**src/rtl/ahb3lite_pkg.sv**
```systemverilog
// Shared AHB-Lite encodings plus the memory slave's FSM state type.
package ahb3lite_pkg;

  typedef enum logic [1:0] {
    IDLE   = 2'b00,
    BUSY   = 2'b01,
    NONSEQ = 2'b10,
    SEQ    = 2'b11
  } HTRANS_state;

  typedef enum logic [2:0] {
    SINGLE = 3'b000,
    INCR   = 3'b001,
    WRAP4  = 3'b010,
    INCR4  = 3'b011,
    WRAP8  = 3'b100,
    INCR8  = 3'b101,
    WRAP16 = 3'b110,
    INCR16 = 3'b111
  } HBURST_Type;

  typedef enum logic {
    OKAY  = 1'b0,
    ERROR = 1'b1
  } HRESP_state;

  localparam logic [2:0] BYTE     = 3'b000;
  localparam logic [2:0] HALFWORD = 3'b001;
  localparam logic [2:0] WORD     = 3'b010;

  localparam logic WRITE = 1'b1;
  localparam logic READ  = 1'b0;

  typedef enum logic [2:0] {
    S_IDLE,
    S_WAIT,
    S_DATA,
    S_ERR1,
    S_ERR2
  } slave_state;

  // Widened compare keeps the clamp meaningful for any limit value.
  function automatic logic [2:0] clamp_wait(input logic [2:0] req, input logic [2:0] lim);
    return ({1'b0, req} > {1'b0, lim}) ? lim : req;
  endfunction

endpackage

```
**src/rtl/ahb3lite_word_ram.sv**
```systemverilog
// Word-wide RAM with one synchronous write port and one registered read port.
module ahb3lite_word_ram #(
  parameter int ADDR_W = 6
) (
  input  logic              i_clk,
  input  logic              i_rst,
  input  logic              i_we,
  input  logic [ADDR_W-1:0] i_waddr,
  input  logic [31:0]       i_wdata,
  input  logic              i_re,
  input  logic [ADDR_W-1:0] i_raddr,
  output logic [31:0]       o_rdata
);

  logic [31:0] r_mem [2**ADDR_W];

  // NOTE: storage arrays carry no reset so they map onto RAM macros; only the read register resets.
  always_ff @(posedge i_clk) begin
    if (i_we) r_mem[i_waddr] <= i_wdata;
  end

  // A same-edge write is not visible here; the slave forwards around it.
  always_ff @(posedge i_clk or posedge i_rst) begin
    if (i_rst)     o_rdata <= '0;
    else if (i_re) o_rdata <= r_mem[i_raddr];
  end

endmodule

```
**src/rtl/ahb3lite_mem_slave.sv**
```systemverilog
// AHB-Lite word memory responder with programmable wait states, ERROR
// responses for illegal accesses, and write statistics for bus verification.
module ahb3lite_mem_slave
  import ahb3lite_pkg::*;
#(
  parameter int                 ADDR_W   = 6,
  parameter logic [31-ADDR_W:0] REGION   = '0,
  parameter int                 MAX_WAIT = 7
) (
  input  logic        HCLK,
  input  logic        HRESET,
  input  logic        HSEL,
  input  logic [31:0] HADDR,
  input  logic        HWRITE,
  input  logic [2:0]  HSIZE,
  input  HBURST_Type  HBURST,
  input  HTRANS_state HTRANS,
  input  logic [31:0] HWDATA,
  input  logic        HREADY,
  output logic [31:0] HRDATA,
  output logic        HREADYOUT,
  output HRESP_state  HRESP,
  input  logic [2:0]  i_wait_n,
  output logic [5:0]  o_wr_count,
  output logic [31:0] o_last_addr,
  output logic [31:0] o_last_data,
  output logic [7:0]  o_err_count
);

  localparam logic [2:0] MAX_WAIT_C = 3'(MAX_WAIT);

  slave_state        r_state;
  slave_state        w_next;
  logic [2:0]        r_wait_cnt;
  logic [31:0]       r_addr;
  logic [ADDR_W-1:0] r_idx;
  logic              r_write;
  logic              r_nonseq;
  logic              r_fwd;
  logic [31:0]       r_fwd_data;

  logic              w_trans_ok;
  logic              w_ready_state;
  logic              w_accept;
  logic              w_error;
  logic [ADDR_W-1:0] w_idx;
  logic [2:0]        w_wait;
  logic              w_wr_done;
  logic              w_rd_accept;
  logic              w_fwd;
  logic [31:0]       w_ram_rdata;
  logic              w_unused_burst;

  // Burst type is informational only; the slave treats every beat alike.
  assign w_unused_burst = ^HBURST;

  assign w_trans_ok    = (HTRANS == NONSEQ) || (HTRANS == SEQ);
  assign w_ready_state = r_state inside {S_IDLE, S_DATA, S_ERR2};
  assign w_accept      = HSEL && HREADY && w_trans_ok && w_ready_state;
  assign w_error       = (HADDR[31:ADDR_W] != REGION) || (HSIZE != WORD);
  assign w_idx         = HADDR[ADDR_W-1:0];
  assign w_wait        = clamp_wait(i_wait_n, MAX_WAIT_C);
  assign w_wr_done     = (r_state == S_DATA) && r_write;
  assign w_rd_accept   = w_accept && !w_error && (HWRITE == READ);
  // A read accepted while the same word is being written must see the new data.
  assign w_fwd         = w_rd_accept && w_wr_done && (w_idx == r_idx);

  // NOTE: sequential state uses non-blocking assignments so every flop samples pre-edge values.
  always_ff @(posedge HCLK or posedge HRESET) begin
    if (HRESET) r_state <= S_IDLE;
    else        r_state <= w_next;
  end

  // NOTE: the default assignment first keeps this block free of inferred latches.
  always_comb begin
    w_next = r_state;
    unique case (r_state)
      S_IDLE, S_DATA, S_ERR2: begin
        if (!w_accept)         w_next = S_IDLE;
        else if (w_error)      w_next = S_ERR1;
        else if (w_wait != '0) w_next = S_WAIT;
        else                   w_next = S_DATA;
      end
      S_WAIT:  if (r_wait_cnt == '0) w_next = S_DATA;
      S_ERR1:  w_next = S_ERR2;
      default: w_next = S_IDLE;
    endcase
  end

  always_comb begin
    HREADYOUT = 1'b1;
    HRESP     = OKAY;
    unique case (r_state)
      S_WAIT:  HREADYOUT = 1'b0;
      S_ERR1: begin
        HREADYOUT = 1'b0;
        HRESP     = ERROR;
      end
      S_ERR2:  HRESP = ERROR;
      default: ;
    endcase
  end

  always_ff @(posedge HCLK or posedge HRESET) begin
    if (HRESET) begin
      r_wait_cnt <= '0;
      r_addr     <= '0;
      r_idx      <= '0;
      r_write    <= 1'b0;
      r_nonseq   <= 1'b0;
    end else if (w_accept) begin
      r_wait_cnt <= (w_wait != '0) ? w_wait - 3'd1 : '0;
      r_addr     <= HADDR;
      r_idx      <= w_idx;
      r_write    <= (HWRITE == WRITE);
      r_nonseq   <= (HTRANS == NONSEQ);
    end else if (r_state == S_WAIT && r_wait_cnt != '0) begin
      r_wait_cnt <= r_wait_cnt - 3'd1;
    end
  end

  always_ff @(posedge HCLK or posedge HRESET) begin
    if (HRESET) begin
      r_fwd      <= 1'b0;
      r_fwd_data <= '0;
    end else if (w_rd_accept) begin
      r_fwd      <= w_fwd;
      r_fwd_data <= HWDATA;
    end
  end

  always_ff @(posedge HCLK or posedge HRESET) begin
    if (HRESET) begin
      o_wr_count  <= '0;
      o_last_addr <= '0;
      o_last_data <= '0;
      o_err_count <= '0;
    end else begin
      if (w_wr_done) begin
        o_last_addr <= r_addr;
        o_last_data <= HWDATA;
        o_wr_count  <= r_nonseq ? 6'd1 : o_wr_count + 6'd1;
      end
      if (r_state == S_ERR2 && o_err_count != 8'hFF) o_err_count <= o_err_count + 8'd1;
    end
  end

  ahb3lite_word_ram #(.ADDR_W(ADDR_W)) u_ram (
    .i_clk   (HCLK),
    .i_rst   (HRESET),
    .i_we    (w_wr_done),
    .i_waddr (r_idx),
    .i_wdata (HWDATA),
    .i_re    (w_rd_accept),
    .i_raddr (w_idx),
    .o_rdata (w_ram_rdata)
  );

  assign HRDATA = r_fwd ? r_fwd_data : w_ram_rdata;

endmodule

```
**config.mk**
```make
export PLATFORM = sky130hd
export DESIGN_NAME = ahb3lite_mem_slave
export DESIGN_NICKNAME = d
export VERILOG_FILES = /design/src/rtl/ahb3lite_pkg.sv /design/src/rtl/ahb3lite_word_ram.sv /design/src/rtl/ahb3lite_mem_slave.sv
export SDC_FILE = /design/constraint.sdc
export NUM_CORES = 2
export LEC_CHECK = 0
export CORE_MARGIN = 3
export CORE_UTILIZATION = 50
export DETAILED_ROUTE_END_ITERATION = 7
export GPL_ROUTABILITY_DRIVEN = 0
export GPL_TIMING_DRIVEN = 1
export PLACE_DENSITY = 0.64
export REMOVE_ABC_BUFFERS = 1
export SETUP_SLACK_MARGIN = 0.1
export SKIP_CTS_REPAIR_TIMING = 1
export SYNTH_ARGS = -nofsm -noshare
export SYNTH_HDL_FRONTEND = slang
export SYNTH_SLANG_ARGS = --single-unit
```
**constraint.sdc**
```tcl
create_clock -name HCLK -period 11.9 [get_ports HCLK]
set_clock_uncertainty 0.05 [all_clocks]
set_input_delay 1.19 -clock HCLK [delete_from_list [all_inputs] [get_ports HCLK]]
set_output_delay 1.19 -clock HCLK [all_outputs]
set_load 0.01 [all_outputs]
```
==> summary.md <==
| Metric | Value |
|---|---|
| Run status | `complete, no violations` |
| Pin slew with the least headroom to its limit | `1190 ps` |
| Fin cells | `7,253` |
| Row Count | `151` |
| Maximum operating frequency | `0.206 GHz` |
| Routed WL per cell | `30.4 um` |
| Pin count of the biggest net entering global routing | `147` |
| Clock net sink count | `2,231` |
| Die height | `421 um` |
| Num ports | `192` |
| Drt via density | `6.10` |
| Setup Crit Path Kind | `in2reg` |
| Period utilisation layout | `40.8%` |
| Total detailed-routing wirelength | `221,000 um` |
| Worst vdd ir | `0.154 mV` |
| Count of routing violations after the opening detailed-route iteration | `5,497` |
| # H-tree levels | `4` |
| Register clock-pin slew on the reported worst setup and hold paths | `60 ps` |
| Maximum buffer depth of the clock tree | `3` |
| Max Slew Vio Count | `0` |
| Yosys warnings | `0` |
| Unrepaired setup endpoints after global routing | `no` |
| Placeable core region | `0.170 mm^2` |
| HPWL after detailed placement | `116,000 um` |
| Clock tree from TritonCTS | `built` |
| Antenna violations before repair | `11` |
| Post-synthesis cell count | `4,474` |
| Detailed Routing Iterations Pass 1 | `5` |
| Count of maximum capacitance violations | `0` |
| Final total power | `17,200 uW` |
| Max-slew headroom at the worst pin | `20.6%` |
| Number of register bits inferred by synthesis | `2,231` |
| Share of final-layout standard cells stronger than drive strength 1 | `21.5%` |
| Final hold violation count | `0` |
| Count of distinct cell types in the synthesized netlist | `58` |
| Power per standard cell area | `175 mW/mm^2` |
| Starting density of the core | `50.5%` |
| Total vias in the final route | `44,300` |
| Number of enable-type register cells in the synthesized netlist | `2,048` |
| Overall Global Routing Usage | `25.1%` |
| Kind of end point of the critical path | `flip-flop` |
| Clk root buf | `sky130_fd_sc_hd__clkbuf_16` |
| Final layout net count | `4,846` |
| Number of endpoints failing setup at the final stage | `0` |
| Die X | `421 um` |
| Number of buffers added on ports | `188` |
| Sequential element share of the synthesized area | `76.8%` |
| CP arrival | `5500 ps` |
| Remaining antenna violation count after routing | `0` |
| Final total negative setup slack | `0 ps` |
| Highest fanout seen on the critical path | `66` |
| Class of the tightest hold or removal check | `reg2reg` |
| Worst hold margin | `410 ps` |
| Setup ws final | `7050 ps` |
| Die Area | `0.177 mm^2` |
| Fill cell total of the finished layout | `12,600` |
| GRT Residual Overflow | `0` |
| Per-instance average area after synthesis | `19.2 um^2` |
| Pre-CTS setup slack | `6200 ps` |
| Number of buffers inserted during clock tree synthesis | `219` |
| Global-route wire length before repair | `317,000 um` |
| Static power due to leakage | `0.0326 uW` |
| Area growth syn-to-layout | `14.2%` |
| Flip-flop cell with the highest count after synthesis | `sky130_fd_sc_hd__edfxtp_1` |
| Required time of the critical path | `12,540 ps` |
| Number of design rule violations left after detail routing | `0` |
| Async SR Flop Fraction | `8.20%` |
| Clock network latency to the later pin of the worst-skew pair | `870 ps` |
| Number of global-route vias before repair | `44,500` |
| Post-route minimum period | `4850 ps` |
| CP startpoint kind | `primary input` |
| Cell area after synthesis | `0.0860 mm^2` |
| Number of cells after detailed placement | `6,836` |
-- registers in the layout, summed over array words and instances, names as in the netlist --
signal	flops
o_last_addr	32
u_ram.r_mem	2048
r_addr	32
o_last_data	32
r_state	3
r_wait_cnt	3
r_write	1
o_err_count	8
o_wr_count	6
r_fwd	1
u_ram.o_rdata	32
r_nonseq	1
r_fwd_data	32
-- per-layer routing --
metal / share of wire (%) / GRT usage, %
met4: 3.4 / 8.68
met3: 8.0 / 4.51
met1: 42 / 35.9
met5: 0.023 / 0
met2: 47 / 39.4
-- cell usage after synthesis, types with 63 or more instances --
cell	number	area [um^2]
sky130_fd_sc_hd__a22o_1	63	552
sky130_fd_sc_hd__a22oi_1	98	736
sky130_fd_sc_hd__a211oi_1	63	473
sky130_fd_sc_hd__edfxtp_1	2048	61500
sky130_fd_sc_hd__clkbuf_1	116	435
sky130_fd_sc_hd__buf_2	117	586
sky130_fd_sc_hd__mux2_2	155	1750
sky130_fd_sc_hd__mux4_2	320	7210
sky130_fd_sc_hd__o22ai_1	161	1010
sky130_fd_sc_hd__mux2i_1	256	2560
sky130_fd_sc_hd__dfrtp_1	183	4580
sky130_fd_sc_hd__nor2_1	105	394
sky130_fd_sc_hd__nand2_1	357	1340
-- logic make-up (layout without fill, tap and decap cells) --
kind of cell               Yosys count  count (layout)  synth area share, %
xor gates and xnor gates            14              14                0.143
buffers and inverters              281             758                 1.54
and+or+nand+nor                    670             670                 3.65
adders and majority gates            4               4               0.0582
DFF                               2231            2231                 76.8
AOI/OAI and AO/OA                  543             543                 4.37
other                                0               7                    0
muxes                              731             731                 13.4
-- final timing paths --
path / start / endpoint / slack, ps / depth (start not counted)
worst max-delay path: HADDR[2] / u_ram.o_rdata[27] / 7050 / 8
worst min-delay path: r_addr[12] / o_last_addr[12] / 410 / 2
worst max register to register: r_state[1] / u_ram.r_mem[63][23] / 7990 / 6
worst min register to register: r_addr[12] / o_last_addr[12] / 410 / 2
max in group asynchronous: HRESET / o_last_addr[17] / 9380 / 3
min in group asynchronous: HRESET / r_addr[10] / 900 / 2
-- worst max-delay path, cell delays in order --
cell and delay (ps):
sky130_fd_sc_hd__buf_8 480, sky130_fd_sc_hd__buf_4 880, sky130_fd_sc_hd__buf_4 920, sky130_fd_sc_hd__mux2i_1 260, sky130_fd_sc_hd__o22ai_1 100, sky130_fd_sc_hd__or4_1 680, sky130_fd_sc_hd__o21ai_0 610, sky130_fd_sc_hd__o211ai_1 170
-- where the power goes --
group / internal (uW) / total, uW / switching (uW)
Clock: 3870 / 6810 / 2940
Sequential: 8790 / 8950 / 156
Combinational: 559 / 1410 / 848
Total: 13200 / 17200 / 3950
-- stage by stage --
step           cell area, um^2  util [%]
2_1_floorplan            84700         -
3_3_place_gp             91100      53.5
3_5_place_dp             91100      53.5
4_1_cts                  98200      57.7
5_1_grt                  98200      57.7
6_report                 98200      57.7
-- final cells by class --
class                      count  area [um^2]  share of cell area (%)
sequential                  2231        66100                    67.3
multi-input combinational   1962        19200                    19.5
clock buffer                 274         5820                    5.93
tap                         2295         2870                    2.92
timing repair buffer         335         2870                    2.92
clock inverter               136         1290                    1.32
inverter                      13         56.3                  0.0573
antenna                        7         17.5                  0.0178
-- placed cells by master, fill, tap and decap left out, types with 9 or more instances in the layout --
cell type                         count
sky130_fd_sc_hd__edfxtp_1          2048
sky130_fd_sc_hd__nand2_1            356
sky130_fd_sc_hd__mux4_2             320
sky130_fd_sc_hd__mux2i_1            256
sky130_fd_sc_hd__clkbuf_16          221
sky130_fd_sc_hd__dfrtp_1            182
sky130_fd_sc_hd__o22ai_1            161
sky130_fd_sc_hd__mux2_2             155
sky130_fd_sc_hd__clkdlybuf4s50_1    153
sky130_fd_sc_hd__buf_4              145
sky130_fd_sc_hd__a22oi_1             98
sky130_fd_sc_hd__a22o_1              63
sky130_fd_sc_hd__nor2_4              63
sky130_fd_sc_hd__a211oi_1            63
sky130_fd_sc_hd__o21ai_0             55
sky130_fd_sc_hd__clkinv_1            53
sky130_fd_sc_hd__clkbuf_1            44
sky130_fd_sc_hd__clkinv_2            43
sky130_fd_sc_hd__nor2_1              42
sky130_fd_sc_hd__nor3_1              39
sky130_fd_sc_hd__nor4_1              36
sky130_fd_sc_hd__nor2b_1             35
sky130_fd_sc_hd__or4_1               33
sky130_fd_sc_hd__o211ai_1            32
sky130_fd_sc_hd__buf_2               32
sky130_fd_sc_hd__o21ai_1             29
sky130_fd_sc_hd__o31a_1              24
sky130_fd_sc_hd__bufinv_16           18
sky130_fd_sc_hd__inv_1               12
sky130_fd_sc_hd__clkbuf_8             9
Power figures use the tool's default switching activity.
